**src/rtl/instr_pkg.sv**
```systemverilog
// instr_pkg: definitions shared by the instruction encoder and the control decoder.
//   instr_cls_e : request class (R, IALU, LOAD, STORE, BRANCH, JAL; codes 6-7 illegal)
//   OP_*        : RV32I major opcodes (must stay identical to the decoder's values)
//   enc_state_e : encoder session FSM states
//   instr_req_t : one structured instruction request
package instr_pkg;

  typedef enum logic [2:0] {
    CLS_R      = 3'd0,
    CLS_IALU   = 3'd1,
    CLS_LOAD   = 3'd2,
    CLS_STORE  = 3'd3,
    CLS_BRANCH = 3'd4,
    CLS_JAL    = 3'd5
  } instr_cls_e;

  localparam logic [6:0] OP_R      = 7'b0110011;
  localparam logic [6:0] OP_IALU   = 7'b0010011;
  localparam logic [6:0] OP_LOAD   = 7'b0000011;
  localparam logic [6:0] OP_STORE  = 7'b0100011;
  localparam logic [6:0] OP_BRANCH = 7'b1100011;
  localparam logic [6:0] OP_JAL    = 7'b1101111;

  typedef enum logic [1:0] {
    ST_IDLE   = 2'd0,
    ST_ACCEPT = 2'd1,
    ST_EMIT   = 2'd2,
    ST_DONE   = 2'd3
  } enc_state_e;

  // cls is kept as raw bits: codes 6-7 must be representable so they can be flagged
  typedef struct packed {
    logic [2:0]  cls;
    logic [4:0]  rd;
    logic [4:0]  rs1;
    logic [4:0]  rs2;
    logic [2:0]  funct3;
    logic [6:0]  funct7;
    logic [20:0] imm;
  } instr_req_t;

endpackage

```
**src/rtl/instr_field_pack.sv**
```systemverilog
// instr_field_pack: combinational packer, structured request -> 32-bit RV32I word.
//   req   in  instr_req_t  class + register/funct/immediate fields
//   legal out 1            class is encodable in this build
//   word  out 32           encoded instruction (0 when illegal)
// Config: ENC_JAL_EN defined makes class JAL legal (J-type encoding); otherwise JAL is illegal.
module instr_field_pack
  import instr_pkg::*;
(
  input  instr_req_t  req,
  output logic        legal,
  output logic [31:0] word
);

  logic [20:0] imm;
  assign imm = req.imm;

  // imm[20:13] only feeds the J-type encoding
  logic imm_unused;
  assign imm_unused = ^imm[20:13];

  always_comb begin
    legal = 1'b1;
    word  = '0;
    case (req.cls)
      CLS_R:      word = {req.funct7, req.rs2, req.rs1, req.funct3, req.rd, OP_R};
      CLS_IALU:   word = {imm[11:0], req.rs1, req.funct3, req.rd, OP_IALU};
      CLS_LOAD:   word = {imm[11:0], req.rs1, req.funct3, req.rd, OP_LOAD};
      CLS_STORE:  word = {imm[11:5], req.rs2, req.rs1, req.funct3, imm[4:0], OP_STORE};
      // byte offset: bit 0 is implicit zero and dropped
      CLS_BRANCH: word = {imm[12], imm[10:5], req.rs2, req.rs1, req.funct3,
                          imm[4:1], imm[11], OP_BRANCH};
`ifdef ENC_JAL_EN
      CLS_JAL:    word = {imm[20], imm[10:1], imm[11], imm[19:12], req.rd, OP_JAL};
`endif
      default:    legal = 1'b0;
    endcase
  end

endmodule

```
**src/rtl/instr_encoder.sv**
```systemverilog
// instr_encoder: packs structured instruction requests into RV32I words and writes
// them sequentially into instruction memory (IMEM loader for test programs/boot images).
//   clk, rst_n         clock (rising edge), asynchronous active-low reset
//   start, base_addr   begin a session at base_addr (honoured in IDLE/DONE only)
//   finish             end session (ACCEPT, no request present)
//   req_*              valid/ready request: class, rd/rs1/rs2, funct3, funct7, imm
//   im_we/im_ready     IMEM write handshake; im_addr/im_wdata held until im_ready
//   words_written      words written in this session
//   busy/done/full/err status; err is sticky per session (illegal class seen)
// Config: ENC_JAL_EN enables the JAL class (see instr_field_pack).
module instr_encoder
  import instr_pkg::*;
#(
  parameter int ADDR_W = 8
) (
  input  logic              clk,
  input  logic              rst_n,
  input  logic              start,
  input  logic [ADDR_W-1:0] base_addr,
  input  logic              finish,
  input  logic              req_valid,
  output logic              req_ready,
  input  logic [2:0]        req_cls,
  input  logic [4:0]        req_rd,
  input  logic [4:0]        req_rs1,
  input  logic [4:0]        req_rs2,
  input  logic [2:0]        req_funct3,
  input  logic [6:0]        req_funct7,
  input  logic [20:0]       req_imm,
  output logic              im_we,
  input  logic              im_ready,
  output logic [ADDR_W-1:0] im_addr,
  output logic [31:0]       im_wdata,
  output logic [ADDR_W:0]   words_written,
  output logic              busy,
  output logic              done,
  output logic              full,
  output logic              err
);

  localparam logic [ADDR_W:0] LAST = {1'b0, {ADDR_W{1'b1}}};  // capacity - 1

  enc_state_e state, state_nxt;
  instr_req_t req;
  logic        pk_legal;
  logic [31:0] pk_word;

  assign req = '{cls: req_cls, rd: req_rd, rs1: req_rs1, rs2: req_rs2,
                 funct3: req_funct3, funct7: req_funct7, imm: req_imm};

  instr_field_pack u_pack (
    .req   (req),
    .legal (pk_legal),
    .word  (pk_word)
  );

  logic sess_start, take, wr_fire, wr_last;
  assign sess_start = start && (state == ST_IDLE || state == ST_DONE);
  assign take       = (state == ST_ACCEPT) && req_valid;
  assign wr_fire    = (state == ST_EMIT) && im_ready;
  assign wr_last    = words_written == LAST;

  // Status straight from state so an async reset drops im_we in the same instant
  assign req_ready = (state == ST_ACCEPT);
  assign im_we     = (state == ST_EMIT);
  assign busy      = (state == ST_ACCEPT) || (state == ST_EMIT);
  assign done      = (state == ST_DONE);

  always_ff @(posedge clk or negedge rst_n) begin
    if (!rst_n) state <= ST_IDLE;
    else        state <= state_nxt;
  end

  always_comb begin
    state_nxt = state;
    case (state)
      ST_IDLE:   if (start) state_nxt = ST_ACCEPT;
      ST_ACCEPT: begin
        // a present request wins over finish; caller re-pulses finish later
        if (req_valid) begin
          if (pk_legal) state_nxt = ST_EMIT;
        end else if (finish) begin
          state_nxt = ST_DONE;
        end
      end
      ST_EMIT:   if (im_ready) state_nxt = wr_last ? ST_DONE : ST_ACCEPT;
      ST_DONE:   if (start) state_nxt = ST_ACCEPT;
      default:   state_nxt = ST_IDLE;
    endcase
  end

  always_ff @(posedge clk or negedge rst_n) begin
    if (!rst_n) begin
      im_addr       <= '0;
      im_wdata      <= '0;
      words_written <= '0;
      full          <= 1'b0;
      err           <= 1'b0;
    end else if (sess_start) begin
      im_addr       <= base_addr;
      words_written <= '0;
      full          <= 1'b0;
      err           <= 1'b0;
    end else begin
      if (take) begin
        if (pk_legal) im_wdata <= pk_word;
        else          err      <= 1'b1;
      end
      if (wr_fire) begin
        words_written <= words_written + 1'b1;
        // last slot: address stays on the final word written
        if (wr_last) full    <= 1'b1;
        else         im_addr <= im_addr + 1'b1;
      end
    end
  end

endmodule

```
**config.mk**
```make
export PLATFORM = sky130hd
export DESIGN_NAME = instr_encoder
export DESIGN_NICKNAME = d
export VERILOG_FILES = /design/src/rtl/instr_pkg.sv /design/src/rtl/instr_field_pack.sv /design/src/rtl/instr_encoder.sv
export SDC_FILE = /design/constraint.sdc
export NUM_CORES = 1
export LEC_CHECK = 0
export ABC_AREA = 1
export CAP_MARGIN = 30
export CORE_MARGIN = 3
export CORE_UTILIZATION = 25
export CTS_CLUSTER_SIZE = 28
export DETAILED_ROUTE_END_ITERATION = 12
export PLACE_DENSITY = 0.61
export SLEW_MARGIN = 5
export SYNTH_ARGS = -nofsm -noshare
export SYNTH_HDL_FRONTEND = slang
export SYNTH_SLANG_ARGS = --single-unit
```
**constraint.sdc**
```tcl
create_clock -name clk -period 4.2 [get_ports clk]
set_input_delay 1.05 -clock clk [delete_from_list [all_inputs] [get_ports clk]]
set_output_delay 1.05 -clock clk [all_outputs]
set_load 0.05 [all_outputs]
```
## Yosys cells after proc, flatten, opt, wreduce, memory -nomap -nowiden

Index checks and enable logic that the tools add are counted.

| operators by class | value |
|---|---|
| reductions and logical operators | 17 |
| equality and inequality tests | 14 |
| bitwise operators | 1 |
| muxes and demuxes | 20 |
| add/sub/neg operators | 2 |

Operators with widths:

| cell | count |
|---|---|
| 32-bit one-hot mux with 5 select lines | 1 |
| 8-bit 2-to-1 mux | 3 |
| 9-bit 2-to-1 mux | 2 |
| 2-bit 2-to-1 mux | 6 |
| 9-bit by 1-bit adder with 9-bit output (second input constant) | 1 |
| 9-bit by 8-bit == test with 1-bit output (second input constant) | 1 |
| 8-bit by 1-bit adder with 8-bit output (second input constant) | 1 |
| 1-bit 2-to-1 mux | 7 |
| 3-bit by 2-bit == test with 1-bit output (second input constant) | 2 |
| 2-bit by 1-bit inequality test with 1-bit output (second input constant) | 3 |
| 2-bit one-hot mux with 3 select lines | 1 |
| 2-bit AND reduction | 3 |
| 2-bit nonzero test | 3 |
| 5-bit OR reduction | 1 |
| 2-bit == test (second input constant) | 2 |
| 4-bit AND reduction | 1 |
| 3-bit by 1-bit == test with 1-bit output (second input constant) | 1 |
| 3-bit == test (second input constant) | 1 |
| 1-bit logical AND | 3 |
| 3-bit zero test | 1 |
| 3-bit by 2-bit inequality test with 1-bit output (second input constant) | 1 |
| 3-bit inequality test (second input constant) | 1 |
| 3-bit AND reduction | 1 |
| 2-bit by 1-bit == test with 1-bit output (second input constant) | 1 |
| other kinds (5) | 6 |

| word-level totals | value |
|---|---|
| input bits | 63 |
| flip-flop bits (word level) | 53 |
| word-level logic and storage cells | 60 |
| output and inout bits | 55 |

## Longest topological paths before layout

| logic depth | value |
|---|---|
| depth after elaboration | 6 |
| mapped depth | 13 |
| mapped depth without buffers | 13 |

## By module

A second synthesis with hierarchy kept.

| unflattened totals | value |
|---|---|
| cells, all modules | 407 |
| area, all modules | 2992.9 sq um |

By module, submodules not included:

| module | seq. area each (sq um) | instances | cells each | area each (sq um) |
|---|---|---|---|---|
| instr_encoder | 1326.3 | 1 | 309 | 2541.2 |
| instr_field_pack | 0.0 | 1 | 98 | 451.7 |

## Worst setup path after synthesis

No wires, ideal clock.

| path | value |
|---|---|
| path kind | flip-flop to output port |
| start point | reg state[0] |
| end point | out busy |
| stages on the path, launching flop included | 4 |
| buffers on the path | 0 |
| data required time | 3150 ps |
| path slack | 2069 ps |
| arrival | 1081 ps |
| path through | dfrtp_1 inv_1 ha_1 inv_1 |

| between the ends | value |
|---|---|
| longest elaborated chain between the ends | 2 |
| elaborated cells on any way between the ends | 3 |
| classes of those cells | eq/ne: 2; reduce/logical: 1 |

RTL lines:

| what | RTL line | RTL |
|---|---|---|
| from (decl) | instr_encoder.sv:43 | `enc_state_e state, state_nxt;` |
| from (signal assigned) | instr_encoder.sv:71 | `else state <= state_nxt;` |
| 2-bit by 1-bit == test with 1-bit output or 2-bit == test (tied branches) | instr_encoder.sv:66 | `assign busy = (state == ST_ACCEPT) \|\| (state == ST_EMIT);` |
| 1-bit logical OR (*) | instr_encoder.sv:66 |  |
| to (decl) | instr_encoder.sv:35 | `output logic busy,` |

Every way passes the cells marked *; elsewhere a longest branch is shown, timed or not.

## Worst setup path after layout

Same ends and word-level chain as after synthesis.

==> run summary <==
Critical-path top delay cell = clkdlybuf4s50_1
Skew-Pair Late Insertion Delay = 0.29 ns
Syn Area/Cell = 7.34 µm²
Post-Syn Area = 0.00266 mm²
Port bufs = 107
Total number of vias = 2,587
DR vias/cell = 4.28
Nets@finish = 537
Setup TNS Final = 0 ns
Multi-input gate area = 0.00123 mm²
H-tree depth = 2
Main flop type after synthesis = dfrtp_1
Largest area contributor in the netlist = dfrtp_1
Initial antenna violation count = 0
Startpoint Class = flop
Vias in the first global route = 2,410
Ys async rst share = 100%
Leak Pwr = 1.89 nW
Yosys warns = 0
Period utilization = 72.1%
Fill count = 1,081
R2R Setup Slk = 2.00 ns
Post-synthesis sequential area ratio = 47.1%
Placed insts = 597
Hpwl dp = 5.45 mm
R2R Path Start = state[0]
Post-synthesis mux area share = 0%
Die Area = 0.0119 mm²
Register Area = 0.00125 mm²
FF-to-FF path depth = 7
Synth area leaders = dfrtp_1 (47%), nand2_1 (26%), nand3_1 (3.6%)
Crit path capture type = output pin
I/O pins = 118
Final setup viols = 0
Most common cell in the netlist = nand2_1
Final Hold Viols = 0
Clock Skews = 0.00701 ns
Final RePlAce weighted congestion = 0.789
WL per Instance = 12.2 µm
Layout cell share with drive strength beyond 1 = 4.69%
Worst min-delay path category = flop to flop
Worst R2R End = im_wdata[25]
RSZ-0062 raised after global routing = false
Setup bufs post-CTS = 0
Yosys top cell area share = 47.1%
Fin. max-slew vios = 0
CTS resizes = 0
Cell variety after synth = 29
Area grow syn2layout = 48.0%
Row count = 37
Largest family of logic cells by synthesized area = simple AND/OR/NAND/NOR gates
CTS tree = yes
Status = finished, final reports clean
Synth Area in Simple Gates = 36.9%
Arrival time worst endpoint = 1.98 ns
Hold depth = 2
Die Y-Extent = 109 µm
Root buf cell = clkbuf_8
Clock Sinks = 50
Total CTS buffers = 5
Hold_sp = im_wdata[23]
Clock-pin slew on the worst setup and hold paths = 0.08 ns
Post-synthesis xor/xnor area fraction = 0.659%
Crit path kind = flop to output pin
Die X-Extent = 109 µm
VDD IR max = 0.471 mV
DRC = 0
Most used cell, CP = inv_1
Initial core utilization = 25.8%
Tmin final = 3.03 ns
GRT Total Usage = 12.4%
Hold Buf Count CTS = 0
Core Footprint = 0.0103 mm²
Complex-gate fraction of the synthesized area = 5.46%
Total routed wirelength = 7.36 mm
Antenna Nets Post-Route = 0
Crit-path cells = inv_1, ha_1, inv_1, clkdlybuf4s50_1
Delay-heaviest family, CP = buffers and inverters
Drt first pass iters = 4
EDFF count, synth = 0
Adder-Cell Fraction of Synth Area = 2.82%
Crit-path max FO = 4
Pwr dens = 708 mW/mm²
Worst slew margin = 63.6%
Number of DRC markers in iteration 0 = 130
Buf/Inv on CP = 3
Largest net degree at the start of global routing = 32
Synth top cells by count = nand2_1 (184), dfrtp_1 (50), nor2_1 (23)
Terminating pin of the worst hold path = im_wdata[23]
# diodes = 0
Max_cap viols = 0
Post-Syn Instances = 362
Yosys reg bits = 50
Max frequency = 330 MHz
Non-Filler Instances = 605
Clock Path Buffers = 2
Transition time of the tightest slew-check pin = 0.544 ns
GR Overflow Total = 0
Global-route wire length before repair = 11.8 mm
CP required = 3.15 ns
Slowest Stage Delay on Critical Path = 0.79 ns
[registers in the layout (all words and copies together) (netlist names)]
signal and cells:
im_addr 8, err 1, im_wdata 29, words_written 9, state 2, full 1
[cells by family (layout without fill, tap and decap cells)]
kind of cell             after synthesis  count (layout)
other                                  1               2
XOR/XNOR                               2               2
buffers and inverters                 38             144
adder cells (fa/ha/maj)                6               6
AO/OA/AOI/OAI                         26              26
flip-flops                            50              50
AND/OR/NAND/NOR                      239             239
[worst max-delay path by stage]
| stage | slack [ns] | startpoint | depth (start not counted) | to |
|---|---|---|---|---|
| after floorplan | 2.07 | state[0] | 3 | busy |
| after global placement | 1.17 | req_cls[2] | 6 | im_wdata[13] |
| after detailed placement | 1.14 | req_cls[2] | 6 | im_wdata[24] |
| after CTS | 1.15 | state[0] | 4 | busy |
| after global routing | 1.07 | state[0] | 4 | busy |
| final | 1.17 | state[0] | 4 | busy |
[routing by layer]
metal | global-route usage (%) | part of all wire [%] | vias to the layer above
li1 | - | - | 1324
met2 | 20.3 | 45 | 72
met5 | 0 | 0 | -
met3 | 2.72 | 6.8 | 4
met1 | 16.8 | 48 | 1187
met4 | 2.16 | 0.52 | 0
[where the power goes]
part           leakage, nW  total [mW]  switching [mW]  internal [mW]
Combinational         1.20        1.66            1.12          0.536
Sequential           0.641       0.792           0.133          0.659
Clock               0.0524       0.335           0.156          0.179
[placed cells by master (no fill, tap or decap)]
master and instances:
a21oi_1 2, a31oi_1 1, buf_2 1, buf_4 1, bufinv_16 1, clkbuf_1 2
clkbuf_8 5, clkdlybuf4s50_1 106, clkinv_1 1, conb_1 2, dfrtp_1 50, ha_1 6
inv_1 21, inv_2 5, inv_4 1, nand2_1 184, nand2_2 2, nand2_4 3
nand3_1 19, nand4_1 2, nand4_4 1, nor2_1 23, nor2_2 2, nor3_1 2
o211ai_1 2, o21ai_0 15, o21ai_1 2, o21bai_1 3, o22ai_1 1, or2_1 1
xnor2_1 1, xor2_1 1
[metrics by stage]
stage                     instance area, µm²  power (mW)  worst slack, ns  util (%)  hold slack, ns
after global routing                    3940        2.98             1.07      38.1           0.508
after CTS                               3940        2.83             1.15      38.1           0.490
after detailed placement                3830        2.47             1.14      37.1           0.465
after floorplan                         2660        1.92             2.07         -           0.561
final                                   3940        2.79             1.17      38.1           0.482
after global placement                  3830        2.46             1.17      37.1           0.460
[final cells by class]
class / instances / share of cell area [%]
Tap cell: 136 / 4.32
Sequential cell: 50 / 31.8
Multi-Input combinational cell: 275 / 31.2
Timing Repair Buffer: 108 / 27.3
Clock inverter: 1 / 0.763
Inverter: 28 / 2.73
Clock buffer: 7 / 1.94
[worst min-delay path, stage by stage, from the launching register on]
cell	delay, ns
dfrtp_1	0.35
nand2_1	0.05
nand2_1	0.06
No activity file was read; power rests on OpenSTA's default activity.
